<file path="src/rtl/uart_word_bridge.sv">
// rtl/uart_word_bridge.sv - UART 8N1 bridge: RX bytes assembled into words, TX words queued and serialized
module uart_word_bridge #(
    parameter int WORD_BYTES     = 4,
    parameter int FIFO_DEPTH     = 8,
    parameter int STP_BITS_TICKS = 16,
    localparam int WORD_BITS     = 8 * WORD_BYTES
) (
    input  logic                 i_clk,
    input  logic                 i_reset,
    input  logic                 i_bd_tick,
    input  logic                 i_rx,
    output logic                 o_tx,
    input  logic                 i_wr_en,
    input  logic [WORD_BITS-1:0] i_wr_data,
    output logic                 o_full,
    output logic                 o_overflow,
    output logic                 o_tx_busy,
    output logic                 o_rx_valid,
    output logic [WORD_BITS-1:0] o_rx_data,
    output logic                 o_rx_frame_err
);

    localparam int PW  = (FIFO_DEPTH > 1) ? $clog2(FIFO_DEPTH) : 1;
    localparam int CW  = PW + 1;
    localparam int TW  = (STP_BITS_TICKS > 16) ? $clog2(STP_BITS_TICKS) : 4;
    localparam int BIW = (WORD_BYTES > 1) ? $clog2(WORD_BYTES) : 1;

    localparam logic [1:0] S_IDLE  = 2'd0;
    localparam logic [1:0] S_START = 2'd1;
    localparam logic [1:0] S_DATA  = 2'd2;
    localparam logic [1:0] S_STOP  = 2'd3;

    localparam logic [TW-1:0]  TICK_MID   = TW'(7);
    localparam logic [TW-1:0]  TICK_LAST  = TW'(15);
    localparam logic [TW-1:0]  TICK_STOP  = TW'(STP_BITS_TICKS - 1);
    localparam logic [BIW-1:0] BYTE_LAST  = BIW'(WORD_BYTES - 1);
    localparam logic [CW-1:0]  COUNT_FULL = CW'(FIFO_DEPTH);

    // ---------------- receiver ----------------
    logic [1:0]           r_rx_state;
    logic [TW-1:0]        r_rx_tick;
    logic [2:0]           r_rx_bit;
    logic [7:0]           r_rx_shift;
    logic [BIW-1:0]       r_rx_idx;
    logic [WORD_BITS-1:0] r_rx_word;
    logic [WORD_BITS-1:0] r_rx_data;
    logic                 r_rx_valid;
    logic                 r_rx_err;
    logic [WORD_BITS-1:0] w_rx_merged;

    // Partial word with the just-received byte dropped into its little-endian slot
    always_comb begin
        w_rx_merged = r_rx_word;
        for (int k = 0; k < WORD_BYTES; k++) begin
            if (r_rx_idx == BIW'(k)) begin
                w_rx_merged[8*k +: 8] = r_rx_shift;
            end
        end
    end

    // RX FSM: start-bit qualification, mid-bit sampling, stop check and word assembly
    always_ff @(posedge i_clk) begin
        if (i_reset) begin
            r_rx_state <= S_IDLE;
            r_rx_tick  <= '0;
            r_rx_bit   <= '0;
            r_rx_shift <= '0;
            r_rx_idx   <= '0;
            r_rx_word  <= '0;
            r_rx_data  <= '0;
            r_rx_valid <= 1'b0;
            r_rx_err   <= 1'b0;
        end else begin
            r_rx_valid <= 1'b0;
            r_rx_err   <= 1'b0;
            case (r_rx_state)
                S_IDLE: begin
                    if (!i_rx) begin
                        r_rx_state <= S_START;
                        r_rx_tick  <= '0;
                    end
                end
                S_START: begin
                    if (i_bd_tick) begin
                        if (r_rx_tick == TICK_MID) begin
                            if (i_rx) begin
                                r_rx_state <= S_IDLE;
                            end else begin
                                r_rx_state <= S_DATA;
                                r_rx_tick  <= '0;
                                r_rx_bit   <= '0;
                            end
                        end else begin
                            r_rx_tick <= r_rx_tick + TW'(1);
                        end
                    end
                end
                S_DATA: begin
                    if (i_bd_tick) begin
                        if (r_rx_tick == TICK_LAST) begin
                            r_rx_tick  <= '0;
                            r_rx_shift <= {i_rx, r_rx_shift[7:1]};
                            if (r_rx_bit == 3'd7) begin
                                r_rx_state <= S_STOP;
                            end else begin
                                r_rx_bit <= r_rx_bit + 3'd1;
                            end
                        end else begin
                            r_rx_tick <= r_rx_tick + TW'(1);
                        end
                    end
                end
                default: begin
                    if (i_bd_tick) begin
                        if (r_rx_tick == TICK_STOP) begin
                            r_rx_state <= S_IDLE;
                            if (i_rx) begin
                                if (r_rx_idx == BYTE_LAST) begin
                                    r_rx_data  <= w_rx_merged;
                                    r_rx_valid <= 1'b1;
                                    r_rx_idx   <= '0;
                                    r_rx_word  <= '0;
                                end else begin
                                    r_rx_word <= w_rx_merged;
                                    r_rx_idx  <= r_rx_idx + BIW'(1);
                                end
                            end else begin
                                // Bad stop bit: the whole word in progress is untrustworthy
                                r_rx_err  <= 1'b1;
                                r_rx_word <= '0;
                                r_rx_idx  <= '0;
                            end
                        end else begin
                            r_rx_tick <= r_rx_tick + TW'(1);
                        end
                    end
                end
            endcase
        end
    end

    // ---------------- TX FIFO ----------------
    logic [WORD_BITS-1:0] r_mem [FIFO_DEPTH];
    logic [PW-1:0]        r_wr_ptr;
    logic [PW-1:0]        r_rd_ptr;
    logic [CW-1:0]        r_count;
    logic                 r_full;
    logic                 r_overflow;
    logic [CW-1:0]        w_count_next;
    logic                 w_push;
    logic                 w_pop;

    assign w_push = i_wr_en && !r_full;

    // Occupancy after this cycle's push/pop; a push while full never counts
    always_comb begin
        w_count_next = r_count;
        if (w_push && !w_pop) begin
            w_count_next = r_count + CW'(1);
        end else if (!w_push && w_pop) begin
            w_count_next = r_count - CW'(1);
        end
    end

    // Storage array; contents are don't-care until written
    always_ff @(posedge i_clk) begin
        if (w_push) begin
            r_mem[r_wr_ptr] <= i_wr_data;
        end
    end

    // Pointers wrap naturally at the power-of-two depth; full is registered from the new count
    always_ff @(posedge i_clk) begin
        if (i_reset) begin
            r_wr_ptr   <= '0;
            r_rd_ptr   <= '0;
            r_count    <= '0;
            r_full     <= 1'b0;
            r_overflow <= 1'b0;
        end else begin
            if (w_push) begin
                r_wr_ptr <= r_wr_ptr + PW'(1);
            end
            if (w_pop) begin
                r_rd_ptr <= r_rd_ptr + PW'(1);
            end
            r_count    <= w_count_next;
            r_full     <= (w_count_next == COUNT_FULL);
            r_overflow <= i_wr_en && r_full;
        end
    end

    // ---------------- transmitter ----------------
    logic [1:0]           r_tx_state;
    logic [TW-1:0]        r_tx_tick;
    logic [2:0]           r_tx_bit;
    logic [BIW-1:0]       r_tx_idx;
    logic [WORD_BITS-1:0] r_tx_word;
    logic                 r_tx_rearm;
    logic                 w_tx_line;

    // A fresh word starts on a baud tick, so TX stays parked while ticks are withheld;
    // right after a word ends the next queued word is taken immediately
    assign w_pop = (r_tx_state == S_IDLE) && (r_count != '0) && (i_bd_tick || r_tx_rearm);

    // TX FSM: the word register shifts right one bit per data bit, so the next byte
    // is already in the low bits when its START begins
    always_ff @(posedge i_clk) begin
        if (i_reset) begin
            r_tx_state <= S_IDLE;
            r_tx_tick  <= '0;
            r_tx_bit   <= '0;
            r_tx_idx   <= '0;
            r_tx_word  <= '0;
            r_tx_rearm <= 1'b0;
        end else begin
            r_tx_rearm <= 1'b0;
            case (r_tx_state)
                S_IDLE: begin
                    if (w_pop) begin
                        r_tx_word  <= r_mem[r_rd_ptr];
                        r_tx_idx   <= '0;
                        r_tx_tick  <= '0;
                        r_tx_state <= S_START;
                    end
                end
                S_START: begin
                    if (i_bd_tick) begin
                        if (r_tx_tick == TICK_LAST) begin
                            r_tx_tick  <= '0;
                            r_tx_bit   <= '0;
                            r_tx_state <= S_DATA;
                        end else begin
                            r_tx_tick <= r_tx_tick + TW'(1);
                        end
                    end
                end
                S_DATA: begin
                    if (i_bd_tick) begin
                        if (r_tx_tick == TICK_LAST) begin
                            r_tx_tick <= '0;
                            r_tx_word <= r_tx_word >> 1;
                            if (r_tx_bit == 3'd7) begin
                                r_tx_state <= S_STOP;
                            end else begin
                                r_tx_bit <= r_tx_bit + 3'd1;
                            end
                        end else begin
                            r_tx_tick <= r_tx_tick + TW'(1);
                        end
                    end
                end
                default: begin
                    if (i_bd_tick) begin
                        if (r_tx_tick == TICK_STOP) begin
                            r_tx_tick <= '0;
                            if (r_tx_idx != BYTE_LAST) begin
                                r_tx_idx   <= r_tx_idx + BIW'(1);
                                r_tx_state <= S_START;
                            end else begin
                                r_tx_state <= S_IDLE;
                                r_tx_rearm <= 1'b1;
                            end
                        end else begin
                            r_tx_tick <= r_tx_tick + TW'(1);
                        end
                    end
                end
            endcase
        end
    end

    // Line level follows the FSM state; idle and stop are both mark
    always_comb begin
        w_tx_line = 1'b1;
        if (r_tx_state == S_START) begin
            w_tx_line = 1'b0;
        end else if (r_tx_state == S_DATA) begin
            w_tx_line = r_tx_word[0];
        end
    end

    assign o_tx           = w_tx_line;
    assign o_tx_busy      = (r_tx_state != S_IDLE) || w_pop;
    assign o_full         = r_full;
    assign o_overflow     = r_overflow;
    assign o_rx_valid     = r_rx_valid;
    assign o_rx_data      = r_rx_data;
    assign o_rx_frame_err = r_rx_err;

endmodule

</file>
<file path="config.mk">
export PLATFORM = sky130hd
export DESIGN_NAME = uart_word_bridge
export DESIGN_NICKNAME = d
export VERILOG_FILES = /design/src/rtl/uart_word_bridge.sv
export SDC_FILE = /design/constraint.sdc
export NUM_CORES = 1
export LEC_CHECK = 0
export ABC_AREA = 1
export ABC_CLOCK_PERIOD_IN_PS = 3200
export CORE_MARGIN = 2
export CORE_UTILIZATION = 54
export DETAILED_ROUTE_END_ITERATION = 16
export GPL_TIMING_DRIVEN = 0
export PLACE_DENSITY = 0.75
export SLEW_MARGIN = 0
export SYNTH_ARGS = -nofsm -noshare
export SYNTH_HDL_FRONTEND = slang
export SYNTH_SLANG_ARGS = --single-unit
export TNS_END_PERCENT = 5
</file>
<file path="constraint.sdc">
create_clock -name i_clk -period 3.2 [get_ports i_clk]
set_clock_uncertainty 0.15 [all_clocks]
set_input_delay 0.64 -clock i_clk [delete_from_list [all_inputs] [get_ports i_clk]]
set_output_delay 0.64 -clock i_clk [all_outputs]
set_load 0.005 [all_outputs]
</file>
# After elaboration in Yosys (flattened, before gate mapping)
# Memories as Yosys holds them, arrays and structs flattened. A register that Yosys moved wholly into a read port is not among the register bits.
# Cells that the tools add are included.
[word_totals] reg_bits=141 mem_bits_rw=256 inputBits=37 output_inout_bits=38 word_cells=180 mem_count=1
[op_classes] n_addsub=10 n_eq_ne=30 n_mux=73 bitwise_logic=6 n_reduce_logical=40
[memory_table] memory="r_mem" words=8 width=32 rd=1 rd_clocked_by_memory_dff=1 write_ports=1 line="143" rtl="logic [WORD_BITS-1:0] r_mem [FIFO_DEPTH];"
[op_table] operator="2-to-1 mux 32 bit" n=5
[op_table] operator="case mux 32 bit (2 select lines)" n=1
[op_table] operator="2-to-1 mux 4 bit" n=13
[op_table] operator="2-to-1 mux 2 bit" n=23
[op_table] operator="2-to-1 mux 3 bit" n=13
[op_table] operator="2-to-1 mux 8 bit" n=4
[op_table] operator="!= test 2 bit, second input constant" n=16
[op_table] operator="AND reduction 8 bit" n=2
[op_table] operator="nonzero test 2 bit" n=8
[op_table] operator="adder 3 x 1 -> 3 bit, second input constant" n=4
[op_table] operator="adder 4 x 1 -> 4 bit, second input constant" n=3
[op_table] operator="== test 4 bit, second input constant" n=3
[op_table] operator="case mux 2 bit (3 select lines)" n=2
[op_table] operator="case mux 3 bit (2 select lines)" n=2
[op_table] operator="case mux 4 bit (3 select lines)" n=1
[op_table] operator="OR reduction 6 bit" n=2
[op_table] operator="AND reduction 5 bit" n=2
[op_table] operator="== test 2 bit, second input constant" n=4
[op_table] operator="2-to-1 mux 1 bit" n=8
[op_table] operator="AND reduction 4 bit" n=2
[op_table] operator="AND reduction 7 bit" n=1
[op_table] operator="OR reduction 7 bit" n=1
[op_table] operator="== test 2 x 1 -> 1 bit, second input constant" n=3
[op_table] operator="== test 3 bit, second input constant" n=2
[op_table] operator="17 further kinds" n=34

# Longest topological paths before layout
[logic_depth] ltp_word=7 mapped_depth=13 mapped_depth_nobuf=12

# Worst setup path after synthesis
# Ideal clock, no wire load.
[synth_path] kind="input port to flip-flop" start="in i_wr_en" end="mem r_mem[1][0] (netlist name) (enable)" setup_time_ps=421 t_arrival_ps=2567 path_slack_ps=62 path_stages=6 cell_sequence="inv_1 nor2_1 inv_1 nor2_1 inv_1 nor2_1"
[synth_between] elab_chain_cells=3
[synth_rtl] element="start: declaration" line="13" rtl="input logic i_wr_en,"
[synth_rtl] element="logical AND 1 bit" line="153" rtl="assign w_push = i_wr_en && !r_full;"
[synth_rtl] element="2-to-1 mux 1 bit" line="167" rtl="if (w_push) begin"
[synth_rtl] element="2-to-1 mux 1 bit (implied by the code)" line="168" rtl="r_mem[r_wr_ptr] <= i_wr_data;"
[synth_rtl] element="end: declaration" line="143"
# No other way between the ends.

# Final worst setup path
[layout_path] start="in i_bd_tick" end="out o_tx_busy"
[layout_between] elab_chain_cells=3
[layout_rtl] element="start: declaration" line="10" rtl="input logic i_bd_tick,"
[layout_rtl] element="logical OR 1 bit" line="204" rtl="assign w_pop = (r_tx_state == S_IDLE) && (r_count != '0) && (i_bd_tick || r_tx_rearm);"
[layout_rtl] element="logical AND 1 bit" line="204"
[layout_rtl] element="logical OR 1 bit" line="284" rtl="assign o_tx_busy = (r_tx_state != S_IDLE) || w_pop;"
[layout_rtl] element="end: declaration" line="17" rtl="output logic o_tx_busy,"
# No other way between the ends.

==> metrics.txt <==
area grow syn2layout=16.9%; Hold Worst Slack=0.293 ns; CTS tree=yes; CP Max Fanout=9; Clock transition at path regs=0.06 ns; slowest stage delay, CP=0.67 ns; I/O Buffers=74; Tmin final=3.08 ns; vias per inst=5.78; largest net degree at the start of global routing=23; worst r2r src=o_full$_SDFF_PP0_; max-slew violation count=0; synth unique cells=37; Yosys warning total=0; wire per inst=18.8 um; Worst VDD drop=0.520 mV; achievable frequency=324 MHz; post-synthesis sequential area ratio=0.649; hold path depth=2; Setup Viol. Count Final=0; Tcrit/Tclk final=0.964; data required time of the worst path=2.41 ns; RSZ-0062 raised after global routing=no; status=finished, final reports clean; core area=0.0295 mm2; CTS H-tree depth=2; DIE WIDTH=176 um; Hold Fails Final Rpt=0; syn_area_per_cell=10.5 um2; CTS buffer count=40; Hold EP=o_rx_data[27]$_SDFFE_PP0P_; syn_nets=1579; Synth area leader=edfxtp_1; Pwr Density=749 mW/mm2; initial antenna violation count=0; Placed Instances=1995; Mapped Cells=1523; synthesized cell area=0.0161 mm2; GRT Total Usage=0.248; Hold Path Class=register to register; Max stage delay cell, worst path=clkdlybuf4s50_1; first-pass GRT wire length=60.0 mm; asr flop ratio synth=0; initial core utilization=0.544; critical path class=primary input to primary output; slew margin rel.=0.515; clk sinks=392; Final nets=1702; Post-synth EDFFs=256; fin util=0.636; gr ovfl total=0; DRC=0; post-synth top area share=0.479; # Max-Cap Violations=0; setup TNS=0 ns; Post-Route WL=38.9 mm; Ant. Diodes=0; share of layout cells above drive strength 1=0.0877; root buf cell=clkbuf_16; depth of the most critical reg-to-reg path=6; WP data arrival=2.29 ns; Worst Tran Pin Value=0.728 ns; beginning of the worst hold path=o_rx_data[27]$_SDFFE_PP0P_; Pre-antenna DRT Iters=5; Die Y=176 um; I/O pins=75; LEAKAGE=6.63 nW; most common cell in the netlist=nor2_1; reg2reg end=r_mem[7][26]$_DFFE_PP_; Yosys reg bits=392; Final Instance Count excl. Fillers=2067; GPL Wtd Cong=0.851; Pwr Total=0.0141 W; FILL cells=2250; top post-synthesis cells by area=edfxtp_1, dfxtp_1, nor2_1, o21ai_0, a21oi_1; antenna-violating nets left=0; Clock Latency Late Sink=0.54 ns; Reg2Reg Setup Slack=0.59 ns; Die Area=0.0311 mm2; crit path cell chain=clkdlybuf4s50_1 > nor2_1 > nor2_4 > nand2_4 > nand2_4 > clkdlybuf4s50_1; total setup buffers inserted after CTS=0; placed wire-length estimate=25.0 mm; Crit. End Element=primary output; Startpoint Class=primary input; drt first-iter violations=1235; Top FF cell, synth=edfxtp_1; Clock Path Buffers=3; Synth top cells by count=nor2_1, edfxtp_1, o21ai_0; row cnt=63; vias in the first global route=11.4k; routed vias=12.0k
## kinds of logic (layout without fill, tap and decap cells)
family,count (synthesis),in the layout,synth area share
AOI/OAI and AO/OA,404,404,0.136
xor gates and xnor gates,2,2,0.00109
adders and majority gates,19,19,0.0148
buffers and inverters,179,333,0.0481
DFF,392,392,0.649
muxes,24,24,0.0168
and+or+nand+nor,503,503,0.134
## metal layers
| layer | vias to the layer above | track usage | part of all wire |
|---|---|---|---|
| met1 | 5698 | 0.332 | 0.42 |
| met2 | 540 | 0.406 | 0.47 |
| met5 | - | 0 | 0 |
| met3 | 103 | 0.0439 | 0.082 |
| met4 | 0 | 0.0947 | 0.030 |
| li1 | 5609 | - | - |
## sequential cells by signal (all words and copies together) (netlist names), 3 cells and up, named ones only
| register | flops |
|---|---|
| r_rx_shift | 8 |
| r_rx_tick | 4 |
| r_rd_ptr | 3 |
| r_count | 4 |
| r_rx_bit | 3 |
| r_tx_word | 32 |
| o_rx_data | 32 |
| r_wr_ptr | 3 |
| r_tx_tick | 4 |
| r_rx_word | 24 |
| r_tx_bit | 3 |
| r_mem | 256 |
## placed cells by master, fill, tap and decap left out, types with 3 or more instances in the layout
master / n
o21bai_1: 30
ha_1: 19
clkdlybuf4s50_1: 74
nor2_1: 268
nand3_1: 91
clkbuf_8: 3
buf_6: 6
clkinv_1: 6
o21ai_1: 22
buf_4: 8
clkinv_2: 8
dfxtp_1: 136
buf_16: 6
inv_2: 6
nand2_1: 92
o211ai_1: 31
buf_2: 18
nor3_1: 5
edfxtp_1: 256
mux2_2: 24
o21ai_0: 167
nand4_1: 26
inv_1: 74
clkbuf_16: 40
nor2_4: 10
a21oi_1: 148
buf_1: 7
clkbuf_1: 69
## layout make-up
class,instances,area (um2),area share
Clock buffer,56,1090,0.0581
Buffer,96,462,0.0246
Tap cell,390,488,0.0260
Clock inverter,17,125,0.00667
Sequential cell,392,10400,0.555
Timing Repair Buffer,82,946,0.0504
Multi-Input combinational cell,952,4930,0.263
Inverter,82,309,0.0165
## worst max path at each step
stage	startpoint	to
after global placement	i_wr_en	r_mem[3][0]$_DFFE_PP_
after CTS	r_tx_state[1]$_SDFFE_PP0P_	o_tx_busy
after floorplan	i_wr_en	r_mem[1][0]$_DFFE_PP_
final	i_bd_tick	o_tx_busy
after global routing	r_tx_state[1]$_SDFFE_PP0P_	o_tx_busy
after detailed placement	i_wr_en	r_mem[7][22]$_DFFE_PP_
## power by group
| group | switching [W] | total (W) | internal (W) | leakage (nW) |
|---|---|---|---|---|
| combinational | 0.00251 | 0.00372 | 0.00121 | 2.61 |
| clock | 0.00188 | 0.00436 | 0.00247 | 0.595 |
| sequential | 0.000195 | 0.00598 | 0.00578 | 3.43 |
## repair_timing
action	in CTS	in global routing
endpoints found under the setup margin	1	1
gates resized for setup	1	1
hold buffers	0	0
pin swaps	0	0
## critical path: cells and delay by family
kind / cells / cell delay [ns]
buf+inv: 2 / 1.17
simple gates: 4 / 0.48
## per-stage QoR
stage | instance area (um2) | setup WS, ns
6_report | 18800 | 0.116
5_1_grt | 18800 | 0.0251
4_1_cts | 18800 | 0.119
3_5_place_dp | 17500 | -0.168
3_3_place_gp | 17300 | -1.83
2_1_floorplan | 16100 | 0.0621
No activity file was read; power rests on OpenSTA's default activity.
